<file path="config.mk">
export PLATFORM = sky130hd
export DESIGN_NAME = int_ctrl
export DESIGN_NICKNAME = d
export VERILOG_FILES = /design/src/rtl/int_ctrl_pkg.sv /design/src/rtl/int_prio_enc.sv /design/src/rtl/int_ctrl.sv
export SDC_FILE = /design/constraint.sdc
export NUM_CORES = 1
export LEC_CHECK = 0
export ABC_AREA = 1
export BUFFER_PORTS_ARGS = -buffer_cell sky130_fd_sc_hd__buf_2
export CORE_AREA = 2 2 109 111
export CTS_CLUSTER_DIAMETER = 100
export DETAILED_ROUTE_END_ITERATION = 12
export DIE_AREA = 0 0 111 113
export GPL_ROUTABILITY_DRIVEN = 0
export GPL_TIMING_DRIVEN = 0
export PLACE_DENSITY = 0.73
export SLEW_MARGIN = 5
export SYNTH_ARGS = -nofsm -noshare
export SYNTH_HDL_FRONTEND = slang
export SYNTH_SLANG_ARGS = --single-unit
</file>
<file path="constraint.sdc">
create_clock -name clk -period 1.88 [get_ports clk]
set_input_delay 0.376 -clock clk [delete_from_list [all_inputs] [get_ports clk]]
set_output_delay 0.376 -clock clk [all_outputs]
set_load 0.01 [all_outputs]
</file>
<file path="src/rtl/int_ctrl_pkg.sv">
// Shared constants for the interrupt controller: FSM states, CSR addresses,
// trap instruction encodings, cause codes and mstatus update helpers.
package int_ctrl_pkg;

    typedef enum logic [2:0] {
        S_IDLE    = 3'd0,
        S_MEPC    = 3'd1,
        S_MSTATUS = 3'd2,
        S_MCAUSE  = 3'd3,
        S_MRET    = 3'd4,
        S_ASSERT  = 3'd5
    } state_t;

    localparam logic [11:0] CSR_MSTATUS = 12'h300;
    localparam logic [11:0] CSR_MEPC    = 12'h341;
    localparam logic [11:0] CSR_MCAUSE  = 12'h342;

    localparam logic [31:0] INST_ECALL  = 32'h0000_0073;
    localparam logic [31:0] INST_EBREAK = 32'h0010_0073;
    localparam logic [31:0] INST_MRET   = 32'h3020_0073;

    localparam logic [31:0] CAUSE_ECALL_M      = 32'd11;
    localparam logic [31:0] CAUSE_BREAKPOINT   = 32'd3;
    localparam logic [31:0] CAUSE_EXT_IRQ_BASE = 32'h8000_0010;

    localparam int MSTATUS_MIE  = 3;
    localparam int MSTATUS_MPIE = 7;
    localparam int IRQ_IDX_W    = 4;

    // Trap entry: stash MIE into MPIE and mask further interrupts.
    function automatic logic [31:0] mstatus_on_trap(input logic [31:0] s);
        logic [31:0] r;
        r               = s;
        r[MSTATUS_MPIE] = s[MSTATUS_MIE];
        r[MSTATUS_MIE]  = 1'b0;
        return r;
    endfunction

    // Trap return: restore MIE from MPIE and set MPIE.
    function automatic logic [31:0] mstatus_on_mret(input logic [31:0] s);
        logic [31:0] r;
        r               = s;
        r[MSTATUS_MIE]  = s[MSTATUS_MPIE];
        r[MSTATUS_MPIE] = 1'b1;
        return r;
    endfunction

endpackage

</file>
<file path="src/rtl/int_prio_enc.sv">
// Lowest-index-wins priority encoder over the external interrupt lines.
// Purely combinational; no backpressure.
module int_prio_enc
    import int_ctrl_pkg::*;
#(
    parameter int INT_NUM = 8
) (
    input  logic [INT_NUM-1:0]   int_flag,
    output logic [IRQ_IDX_W-1:0] idx,
    output logic                 vld
);

    always_comb begin
        idx = '0;
        vld = 1'b0;
        // Scan high to low so the lowest set line is the last assignment.
        for (int i = INT_NUM - 1; i >= 0; i--) begin
            if (int_flag[i]) begin
                idx = IRQ_IDX_W'(i);
                vld = 1'b1;
            end
        end
    end

endmodule

</file>
<file path="src/rtl/int_ctrl.sv">
// Trap/interrupt sequencer: writes mepc/mstatus/mcause then redirects the PC;
// trap redirect at N+4, mret at N+2; no backpressure, triggers outside IDLE are dropped.
// Optional: INT_CTRL_SYNC_EXC_EN enables ecall/ebreak handling.
module int_ctrl
    import int_ctrl_pkg::*;
#(
    parameter int INT_NUM = 8
) (
    input  logic               clk,
    input  logic               rst,
    input  logic [INT_NUM-1:0] int_flag,
    input  logic [31:0]        inst,
    input  logic [31:0]        inst_addr,
    input  logic               jump_flag,
    input  logic [31:0]        jump_addr,
    input  logic               hold_ex,
    input  logic [31:0]        csr_mtvec,
    input  logic [31:0]        csr_mepc,
    input  logic [31:0]        csr_mstatus,
    output logic               clear_flag_int,
    output logic               int_assert,
    output logic [31:0]        int_addr,
    output logic               csr_we,
    output logic [11:0]        csr_waddr,
    output logic [31:0]        csr_wdata
);

    state_t                 state;
    logic [31:0]            mepc_q;
    logic [31:0]            mcause_q;
    logic                   ret_q;

    logic [IRQ_IDX_W-1:0]   irq_idx;
    logic                   irq_vld;
    logic                   sync_trig;
    logic                   is_ebreak;
    logic                   mret_trig;
    logic                   async_trig;
    logic                   trig;

    int_prio_enc #(
        .INT_NUM (INT_NUM)
    ) u_prio_enc (
        .int_flag (int_flag),
        .idx      (irq_idx),
        .vld      (irq_vld)
    );

    always_comb begin
        sync_trig = 1'b0;
        is_ebreak = 1'b0;
`ifdef INT_CTRL_SYNC_EXC_EN
        sync_trig = (inst == INST_ECALL) || (inst == INST_EBREAK);
        is_ebreak = (inst == INST_EBREAK);
`endif
        mret_trig  = !sync_trig && (inst == INST_MRET);
        async_trig = !sync_trig && !mret_trig && irq_vld
                     && csr_mstatus[MSTATUS_MIE] && !hold_ex;
        trig       = (state == S_IDLE) && (sync_trig || mret_trig || async_trig);
    end

    always_ff @(posedge clk or posedge rst) begin
        if (rst) begin
            state    <= S_IDLE;
            mepc_q   <= '0;
            mcause_q <= '0;
            ret_q    <= 1'b0;
        end else begin
            case (state)
                S_IDLE: begin
                    if (sync_trig) begin
                        mepc_q   <= inst_addr + 32'd4;
                        mcause_q <= is_ebreak ? CAUSE_BREAKPOINT : CAUSE_ECALL_M;
                        ret_q    <= 1'b0;
                        state    <= S_MEPC;
                    end else if (mret_trig) begin
                        mepc_q   <= csr_mepc;
                        ret_q    <= 1'b1;
                        state    <= S_MRET;
                    end else if (async_trig) begin
                        // A taken branch in execute means the next PC is its target.
                        mepc_q   <= jump_flag ? jump_addr : inst_addr;
                        mcause_q <= CAUSE_EXT_IRQ_BASE + 32'(irq_idx);
                        ret_q    <= 1'b0;
                        state    <= S_MEPC;
                    end
                end
                S_MEPC:    state <= S_MSTATUS;
                S_MSTATUS: state <= S_MCAUSE;
                S_MCAUSE:  state <= S_ASSERT;
                S_MRET:    state <= S_ASSERT;
                S_ASSERT:  state <= S_IDLE;
                default:   state <= S_IDLE;
            endcase
        end
    end

    // Outputs decode the registered state; only the IDLE flush looks at live inputs.
    always_comb begin
        clear_flag_int = 1'b0;
        int_assert     = 1'b0;
        int_addr       = '0;
        csr_we         = 1'b0;
        csr_waddr      = '0;
        csr_wdata      = '0;
        case (state)
            S_IDLE: begin
                clear_flag_int = trig && !rst;
            end
            S_MEPC: begin
                clear_flag_int = 1'b1;
                csr_we         = 1'b1;
                csr_waddr      = CSR_MEPC;
                csr_wdata      = mepc_q;
            end
            S_MSTATUS: begin
                clear_flag_int = 1'b1;
                csr_we         = 1'b1;
                csr_waddr      = CSR_MSTATUS;
                csr_wdata      = mstatus_on_trap(csr_mstatus);
            end
            S_MCAUSE: begin
                clear_flag_int = 1'b1;
                csr_we         = 1'b1;
                csr_waddr      = CSR_MCAUSE;
                csr_wdata      = mcause_q;
            end
            S_MRET: begin
                clear_flag_int = 1'b1;
                csr_we         = 1'b1;
                csr_waddr      = CSR_MSTATUS;
                csr_wdata      = mstatus_on_mret(csr_mstatus);
            end
            S_ASSERT: begin
                int_assert = 1'b1;
                int_addr   = ret_q ? mepc_q : csr_mtvec;
            end
            default: ;
        endcase
    end

endmodule

</file>
[Word-level counts from Yosys, hierarchy flattened]
Index checks and enable logic that the tools add are counted.
Storage, ports and cells
  word-level logic and storage cells: 60
  bits in writable memories: 0
  bits of input ports: 204
  bits in registers: 68
  bits in latches: 0
  output and inout bits: 79
  memories: 0
  ROM bits: 0
Cells by class
  divide/modulo/power cells: 0
  equality and inequality tests: 7
  bitwise operators: 1
  add/sub/neg operators: 1
  reductions and logical operators: 16
  multiplexer cells: 31
  magnitude comparators: 0
  shift-type cells: 0
  multipliers: 0
Operators with widths (number)
  $mux W32: 5
  $pmux W32 S4: 1
  $add A32 B4 Y32 const A: 1
  $eq A32 B30 Y1 const B: 1
  $mux W3: 10
  $pmux W10 S3: 1
  $mux W1: 12
  $pmux W3 S4: 1
  $eq A3 B2 Y1 const B: 2
  $eq A3 B3 Y1 const B: 2
  $logic_and A1 B1 Y1: 5
  $reduce_or A2 Y1: 2
  $reduce_or A4 Y1: 1
  $eq A3 B1 Y1 const B: 1
  $logic_not A1 Y1: 3
  $logic_not A3 Y1: 1
  $ne A3 B3 Y1 const B: 1
  $reduce_and A3 Y1: 1
  $pmux W1 S2: 1
  $reduce_and A2 Y1: 1
  $reduce_bool A2 Y1: 1
  $logic_or A1 B1 Y1: 1
  $not A1 Y1: 1

[Logic depth before layout (Yosys ltp)]
Gate-level depths: netlist (run 1).
  depth after elaboration: 15
  depth in mapped cells: 12
  depth with buffers taken out: 11

[By module]
From an unflattened synthesis (run 1), not the netlist that was laid out.
Second synthesis, totals
  cells, all modules: 586
  area total of the unflattened synthesis: 3744.8 µm²
Modules (own cells, without submodules)
  int_ctrl: instances 1, area an instance 3634.7 µm², seq. area each 1026.0 µm², cells each 562
  int_prio_enc: instances 1, area an instance 110.1 µm², seq. area each 0.0 µm², cells each 24

[Worst setup path before layout (run 1)]
No wires, ideal clock.
  kind: input-to-output
  start: in rst
  end: out clear_flag_int
  setup slack: 0.034 ns
  stages: 3
  path buffers: 0
  data required time: 1.504 ns
  arrival: 1.470 ns
  cells stage by stage: inv_1 nand2_1 nand2_1
On the way
  longest elaborated chain between the ends: 3
RTL lines
  from (decl): line int_ctrl.sv:10  | input logic rst,
  $logic_not A1 Y1: line int_ctrl.sv:108  | clear_flag_int = trig && !rst;
  $logic_and A1 B1 Y1: line int_ctrl.sv:108
  $pmux W1 S2: line int_ctrl.sv:106  | case (state)
  to (decl): line int_ctrl.sv:20  | output logic clear_flag_int,
Every way passes these cells.

[Worst setup path after layout (run 1)]
  start: reg state[2]
  end: out csr_waddr[9]
On the way
  longest elaborated chain between the ends: 3
  elaborated cells between the ends (all ways): 6
  classes of those cells: 4 x eq/ne; 1 x mux; 1 x reduce/logical
RTL lines
  from (decl): line int_ctrl.sv:28  | state_t state;
  from (signal assigned): line int_ctrl.sv:64  | state <= S_IDLE;
  from (signal assigned): line int_ctrl.sv:75  | state <= S_MEPC;
  from (signal assigned): line int_ctrl.sv:79  | state <= S_MRET;
  $eq A3 B3 Y1 / $eq A3 B2 Y1 (equally long branches): line int_ctrl.sv:106
  $reduce_or A2 Y1 (no line)
  $pmux W10 S3 (*): line int_ctrl.sv:106
  to (decl): line int_ctrl.sv:24  | output logic [11:0] csr_waddr,
Every way passes the cells marked *; elsewhere a longest branch is shown, timed or not.

==> qor.log, run 1 <==
[status] run status complete, but fails checks
[status] violations in the final reports setup timing
[synthesis] Synth Warn # 0
[final_layout] area growth from synthesis to layout 67.64%
[synthesis] Synth Cell Area 3642 sq um
[critical_path] WP data arrival 1.68 ns
[power] Tot Pwr 6.761 mW
[grt] first-pass GRT wire length 23720 um
[timing] number of max-slew violations in the final report 0
[timing] Worst Skew 0.006420 ns
[grt] grt total ovfl 0
[timing] shortest clock period the worst path allows after layout 2.056 ns
[die] area of the core region 11270 sq um
[timing] final setup margin -0.1756 ns
[grt] via count of the first global-routing pass 4747
[critical_path] R2R Path Start state[0]$_DFFE_PP0P_
[die] effective utilization at floorplan 32.31%
[power] worst vdd rail ir drop 0.4224 mV
[detailed_routing] DR pass1 iterations 5
[synthesis] cells after synthesis 574
[run] max-cap violations 0
[final_layout] final core area utilization 54.17%
[critical_path] category of the worst setup path launch point flip-flop
[timing] unrepaired setup endpoints after global routing yes
[critical_path] Worst R2R Path Depth 9
[power] leakage power 3.625 nW
[detailed_routing] Post-Route WL 15620 um
[die] die height 113 um
[synthesis] Seq cells post-synth 40
[placed_design] DP HPWL 11490 um
[detailed_routing] count of unresolved DRC violations after routing 0
[clocking] latest clock arrival within the worst-skew pair 0.28 ns
[grt] total routing usage reported by global routing 23.38%
[timing] Final Hold Viols 0
[final_layout] layout cell share with drive strength beyond 1 49.61%
[timing] timing-limited maximum frequency 486.5 MHz
[critical_path] kind of critical path flip-flop to output port
[grt] pin count of the biggest net entering global routing 23
[synthesis] dominant cells by area after synthesis sky130_fd_sc_hd__nand2_1, sky130_fd_sc_hd__dfrtp_1, sky130_fd_sc_hd__mux2_2, sky130_fd_sc_hd__a22o_1, sky130_fd_sc_hd__nand3_1
[clocking] clock tree root driver cell sky130_fd_sc_hd__clkbuf_16
[critical_path] R2R Setup Slk 0.27 ns
[timing] number of failing setup endpoints in the final timing report 67
[clocking] Clock Pin Slew Worst Setup and Hold Paths 0.06 ns
[placed_design] Buffers on Ports 274
[detailed_routing] Iter 0 DRT Violations 412
[die] area enclosed by the die boundary 12540 sq um
[die] die outline width 111 um
[critical_path] CP endpoint kind output port
[critical_path] required time at the endpoint of the critical path 1.50 ns
[grt] number of antenna violations at the first check in global routing 0
[synthesis] cell taking the most area after synthesis sky130_fd_sc_hd__nand2_1
[detailed_routing] via total after detailed routing 4962
[clocking] maximum level of the CTS H-tree 2
[synthesis] post-synth top area share 28.86%
[die] IO Count 283
[clocking] hold_buf cts 0
[hold_path] hold crit path type primary input to async pin
[detailed_routing] number of nets still failing antenna checks after routing 0
[detailed_routing] drt wl/cell 15.08 um
[final_layout] Diodes inserted 0
[clocking] clk sink count 40
[clocking] TritonCTS clock tree built
[critical_path] RR Endpoint mepc_q[15]$_DFFE_PP0P_
[clocking] number of buffers on the longest clock path 2
[synthesis] number of unique standard cell types used by synthesis 24
[critical_path] largest fanout on the critical path 6
[synthesis] sequential-to-total area share from yosys stat 27.48%
[clocking] total clock buffers created by CTS 5
[power] power density relative to cell area 1107 nW/um^2
[timing] share of the clock period used by the worst path 109.3%
[detailed_routing] number of vias per cell 4.790
[synthesis] Avg Cell Area, Syn 6.345 sq um
[die] FP Rows 39
[final_layout] fin nets 1096
==> sequential cells by signal (all words and copies together) (netlist names) <==
signal and count:
mepc_q 32, state 3, ret_q 1, mcause_q 4
==> area by class of cell <==
cell class                      count  area (sq um)
Clock buffer                        8         146.4
Buffer                             41         347.8
Sequential cell                    40          1005
Multi-Input combinational cell    467          2520
Tap cell                          143         178.9
Timing Repair Buffer              307          1770
Fill cell                        1088          5166
Inverter                           30         137.6
==> Yosys cell counts <==
cell type	number
sky130_fd_sc_hd__nand2_2	1
sky130_fd_sc_hd__a22o_1	26
sky130_fd_sc_hd__o21ai_1	1
sky130_fd_sc_hd__nor3_2	2
sky130_fd_sc_hd__dfrtp_1	40
sky130_fd_sc_hd__a31oi_1	1
sky130_fd_sc_hd__clkbuf_1	8
sky130_fd_sc_hd__nand3b_1	1
sky130_fd_sc_hd__nor3_1	1
sky130_fd_sc_hd__nor2_1	29
sky130_fd_sc_hd__nand3_1	45
sky130_fd_sc_hd__a21oi_1	34
sky130_fd_sc_hd__mux2_1	1
sky130_fd_sc_hd__inv_1	30
sky130_fd_sc_hd__nand2_4	3
sky130_fd_sc_hd__mux2_2	31
sky130_fd_sc_hd__nand2_1	280
sky130_fd_sc_hd__nor2_2	1
sky130_fd_sc_hd__buf_2	18
sky130_fd_sc_hd__buf_6	3
sky130_fd_sc_hd__conb_1	1
sky130_fd_sc_hd__nand4_1	2
sky130_fd_sc_hd__nor2_8	1
sky130_fd_sc_hd__buf_4	14
==> what timing repair did <==
action / CTS / global route
endpoints found under the setup margin: 67 / 68
pin swaps: 12 / 11
gates cloned: 3 / 0
buffers inserted: 20 / 11
gates resized for setup: 82 / 46
==> per-layer routing <==
layer,GRT usage (%),wire (um),vias to the layer above
met3,2.999,1095,20
met4,6.333,282,0
li1,-,-,2467
met2,42.78,7968,236
met5,0,0,-
met1,29.05,6272,2239
==> worst max-delay path by stage <==
stage / startpoint / endpoint / slack (ns) / cells past startpoint
after detailed placement: inst[27] / clear_flag_int / -0.27 / 12
after CTS: state[0]$_DFFE_PP0P_ / csr_we / -0.14 / 9
after global routing: state[1]$_DFFE_PP0P_ / csr_wdata[30] / -0.22 / 6
final: state[2]$_DFFE_PP0P_ / csr_waddr[9] / -0.18 / 9
after floorplan: rst / clear_flag_int / 0.03 / 3
after global placement: rst / clear_flag_int / -0.62 / 5
==> stage by stage <==
stage	instance area (sq um)	cells	setup WS, ns	setup TNS [ns]	hold slack, ns
5_1_grt	6106	1036	-0.2201	-10.29	0.1566
3_3_place_gp	5215	997	-0.6229	-6.726	0.4659
2_1_floorplan	3665	580	0.03420	0	0.4349
3_5_place_dp	5243	998	-0.2692	-4.180	0.4276
4_1_cts	5888	1027	-0.1430	-6.169	0.1310
6_report	6106	1036	-0.1756	-6.254	0.1179
==> cell families after synthesis <==
family | count (synthesis) | synth area share [%]
mux | 32 | 9.893
other cells | 1 | 0.1030
compound gates | 62 | 11.23
simple gates | 366 | 41.09
buf+inv | 73 | 10.20
flops | 40 | 27.48
==> power breakdown <==
group	leakage (nW)	internal, mW	switching, mW
clock	0.0712	0.530	0.346
sequential	0.497	1.24	0.408
combinational	3.06	2.15	2.09
total	3.62	3.92	2.84
==> cells in the final DEF (no fill, tap or decap), drive strengths merged, types with 2 or more instances in the layout <==
| cell | n |
|---|---|
| mux2 | 32 |
| a22o | 26 |
| nor3 | 3 |
| nand2 | 284 |
| conb | 7 |
| nand4 | 2 |
| a21oi | 34 |
| dfrtp | 40 |
| buf | 342 |
| nand3 | 45 |
| inv | 28 |
| clkinv | 2 |
| clkbuf | 14 |
| nor2 | 31 |
==> critical path, cell delays in order (launching register included) <==
cell and delay [ns]:
sky130_fd_sc_hd__dfrtp_2 0.46, sky130_fd_sc_hd__clkinv_4 0.11, sky130_fd_sc_hd__nor3_4 0.05, sky130_fd_sc_hd__inv_2 0.12, sky130_fd_sc_hd__nand2_8 0.09, sky130_fd_sc_hd__buf_12 0.15, sky130_fd_sc_hd__nor2_4 0.13, sky130_fd_sc_hd__inv_2 0.07
sky130_fd_sc_hd__buf_6 0.11, sky130_fd_sc_hd__buf_6 0.11
Power figures use the tool's default switching activity.
==> run 2, diff against run 1 <==
Settings changed: PLACE_DENSITY 0.73 to 0.7.
==> run 2 against run 1 <==
The flow still finishes with violations (setup timing). Clock skew is essentially flat. Maximum frequency rose by 3.4%. Cell area fell by 4.8%. Via count fell by 2.8%. Die area stayed put. Clock power rose by 11%. Critical path type unchanged. Largest power group unchanged. Highest routed layer unchanged.
==> qor.log, run 2 (synthesized netlist as in run 1, its figures left out) <==
[detailed_routing] topmost layer with routed signal wires met4
[die] effective utilization at floorplan 32.31% [unchanged]
[die] IO Count 283 [unchanged]
[detailed_routing] Iter 0 DRT Violations 250 [-39%]
[clocking] TritonCTS clock tree built
[critical_path] Critical Path Start state[2]$_DFFE_PP0P_
[timing] Final Hold Viols 0 [unchanged]
[final_layout] layout cell share with drive strength beyond 1 46.70% [-2.9 points]
[final_layout] fin nets 1083 [-1.2%]
[grt] total routing usage reported by global routing 22.35% [-1.0 points]
[clocking] clk sink count 40 [unchanged]
[detailed_routing] number of vias per cell 4.712 [-1.6%]
[critical_path] kind of critical path flip-flop to output port
[timing] unrepaired setup endpoints after global routing yes
[timing] share of the clock period used by the worst path 105.8% [-3.6 points]
[critical_path] largest fanout on the critical path 6 [unchanged]
[status] violations in the final reports setup timing
[die] die outline width 111 um [unchanged]
[placed_design] Buffers on Ports 274 [unchanged]
[clocking] Clock Pin Slew Worst Setup and Hold Paths 0.06 ns [about the same]
[timing] number of max-slew violations in the final report 0 [unchanged]
[final_layout] register name with the most flops mepc_q
[critical_path] WP data arrival 1.61 ns [-0.07 ns]
[detailed_routing] Post-Route WL 14930 um [-4.4%]
[grt] via count of the first global-routing pass 4540 [-4.4%]
[clocking] latest clock arrival within the worst-skew pair 0.28 ns [about the same]
[timing] timing-limited maximum frequency 503.0 MHz [+3.4%]
[die] area enclosed by the die boundary 12540 sq um [unchanged]
[clocking] maximum level of the CTS H-tree 2 [unchanged]
[grt] grt total ovfl 0 [unchanged]
[timing] shortest clock period the worst path allows after layout 1.988 ns [-0.06750 ns]
[detailed_routing] drt wl/cell 14.58 um [-3.3%]
[timing] number of failing setup endpoints in the final timing report 65 [-3.0%]
[critical_path] R2R Path Start state[1]$_DFFE_PP0P_
[detailed_routing] via total after detailed routing 4825 [-2.8%]
[grt] pin count of the biggest net entering global routing 40 [+74%]
[grt] first-pass GRT wire length 22720 um [-4.2%]
[detailed_routing] count of unresolved DRC violations after routing 0 [unchanged]
[die] area of the core region 11270 sq um [unchanged]
[die] FP Rows 39 [unchanged]
[detailed_routing] Met3 Routed Length 1018 um [-7.0%]
[status] run status complete, but fails checks
[critical_path] category of the worst setup path launch point flip-flop
[placed_design] DP HPWL 11460 um [-0.22%]
[timing] final setup margin -0.1081 ns [+0.06750 ns]
[timing] worst hold margin 0.1346 ns [+0.01669 ns]
[power] worst vdd rail ir drop 0.3913 mV [-7.3%]
[power] power density relative to cell area 1076 nW/um^2 [-2.8%]
[critical_path] CP endpoint kind output port
[clocking] number of buffers on the longest clock path 2 [unchanged]
[detailed_routing] number of nets still failing antenna checks after routing 0 [unchanged]
[placed_design] worst setup timing slack at the placement stage -0.2934 ns [-0.02425 ns]
[final_layout] Largest register FFs 32 [unchanged]
[clocking] total clock buffers created by CTS 5 [unchanged]
[run] max-cap violations 0 [unchanged]
[detailed_routing] metal2 WL 7554 um [-5.2%]
[detailed_routing] DR pass1 iterations 4 [-1]
[die] die height 113 um [unchanged]
[final_layout] area growth from synthesis to layout 59.64%
[grt] number of antenna violations at the first check in global routing 0 [unchanged]
[clocking] clock tree root driver cell sky130_fd_sc_hd__clkbuf_16
[hold_path] hold crit path type primary input to async pin
[power] leakage power 3.512 nW [-3.1%]
[final_layout] Top Registers mepc_q: 32 flops, mcause_q: 4 flops, state: 3 flops
[final_layout] most used cells in the layout excluding fill and tap cells sky130_fd_sc_hd__buf_2, sky130_fd_sc_hd__nand2_1, sky130_fd_sc_hd__nand3_1, sky130_fd_sc_hd__dfrtp_1, sky130_fd_sc_hd__a21oi_1
[final_layout] most frequent standard cell in the layout excluding fill and tap cells sky130_fd_sc_hd__buf_2
[detailed_routing] met1 wire length 5988 um [-4.5%]
[critical_path] required time at the endpoint of the critical path 1.50 ns [about the same]
[timing] Worst Skew 0.006494 ns [+0.00007383 ns]
-- run 2: worst max-delay path, stage by stage, from the launching register on --
cell and delay [ns]:
sky130_fd_sc_hd__dfrtp_1 0.38, sky130_fd_sc_hd__inv_2 0.09, sky130_fd_sc_hd__nor3_4 0.21, sky130_fd_sc_hd__inv_2 0.07
sky130_fd_sc_hd__nand2_4 0.14, sky130_fd_sc_hd__buf_8 0.16, sky130_fd_sc_hd__nor2_4 0.05, sky130_fd_sc_hd__inv_2 0.06
sky130_fd_sc_hd__buf_6 0.09, sky130_fd_sc_hd__buf_6 0.08
-- run 2: final cells by class --
cell class	count	area, sq um
Fill cell	1143	5458
Multi-Input combinational cell	467	2410
Timing Repair Buffer	294	1613
Sequential cell	40	1005
Buffer	41	317.8
Tap cell	143	178.9
Clock buffer	5	125.1
Inverter	30	120.1
Clock inverter	3	42.54
Antenna cell	1	2.502
-- run 2: repair_timing --
action / 4_1_cts / 5_1_grt
hold buffers: 1 / 0
setup endpoints to repair: 67 / 68
gates resized for setup: 61 / 16
hold endpoints to repair: 2 / 0
pin swaps: 9 / 5
gates cloned: 2 / 0
setup buffers: 13 / 6
-- run 2: stage by stage --
step           setup TNS (ns)  instance area (sq um)  utilization, %  power, mW  cells
6_report               -4.167                   5814           51.58      6.256   1024
5_1_grt                -9.635                   5812           51.56      6.691   1023
4_1_cts                -5.176                   5734           50.87      6.164   1019
3_5_place_dp           -6.244                   5235           46.44      4.482    998
3_3_place_gp           -8.926                   5215           46.26      4.428    997
2_1_floorplan               0                   3665               -      3.256    580
-- run 2: path summary, 6_finish.rpt --
| path | end | slack, ns | depth (start not counted) |
|---|---|---|---|
| worst max register to register | mepc_q[16]$_DFFE_PP0P_ | 0.31 | 8 |
| worst min-delay path | mcause_q[2]$_DFFE_PP0P_ | 0.13 | 3 |
| worst max-delay path | csr_waddr[9] | -0.11 | 9 |
| min in group clk | mcause_q[0]$_DFFE_PP0P_ | 0.37 | 4 |
| max in group asynchronous | mcause_q[1]$_DFFE_PP0P_ | 1.23 | 3 |
| worst min register to register | mcause_q[2]$_DFFE_PP0P_ | 0.50 | 2 |
-- run 2: layer usage --
layer | global-route usage, % | vias up
li1 | - | 2442
met5 | 0 | -
met3 | 2.946 | 22
met1 | 27.14 | 2142
met4 | 7.250 | 0
met2 | 41.02 | 219
-- run 2: power by group --
part | switching, mW | leakage (nW) | internal [mW]
combinational | 1.86 | 2.94 | 1.81
clock | 0.353 | 0.0798 | 0.624
sequential | 0.378 | 0.497 | 1.24
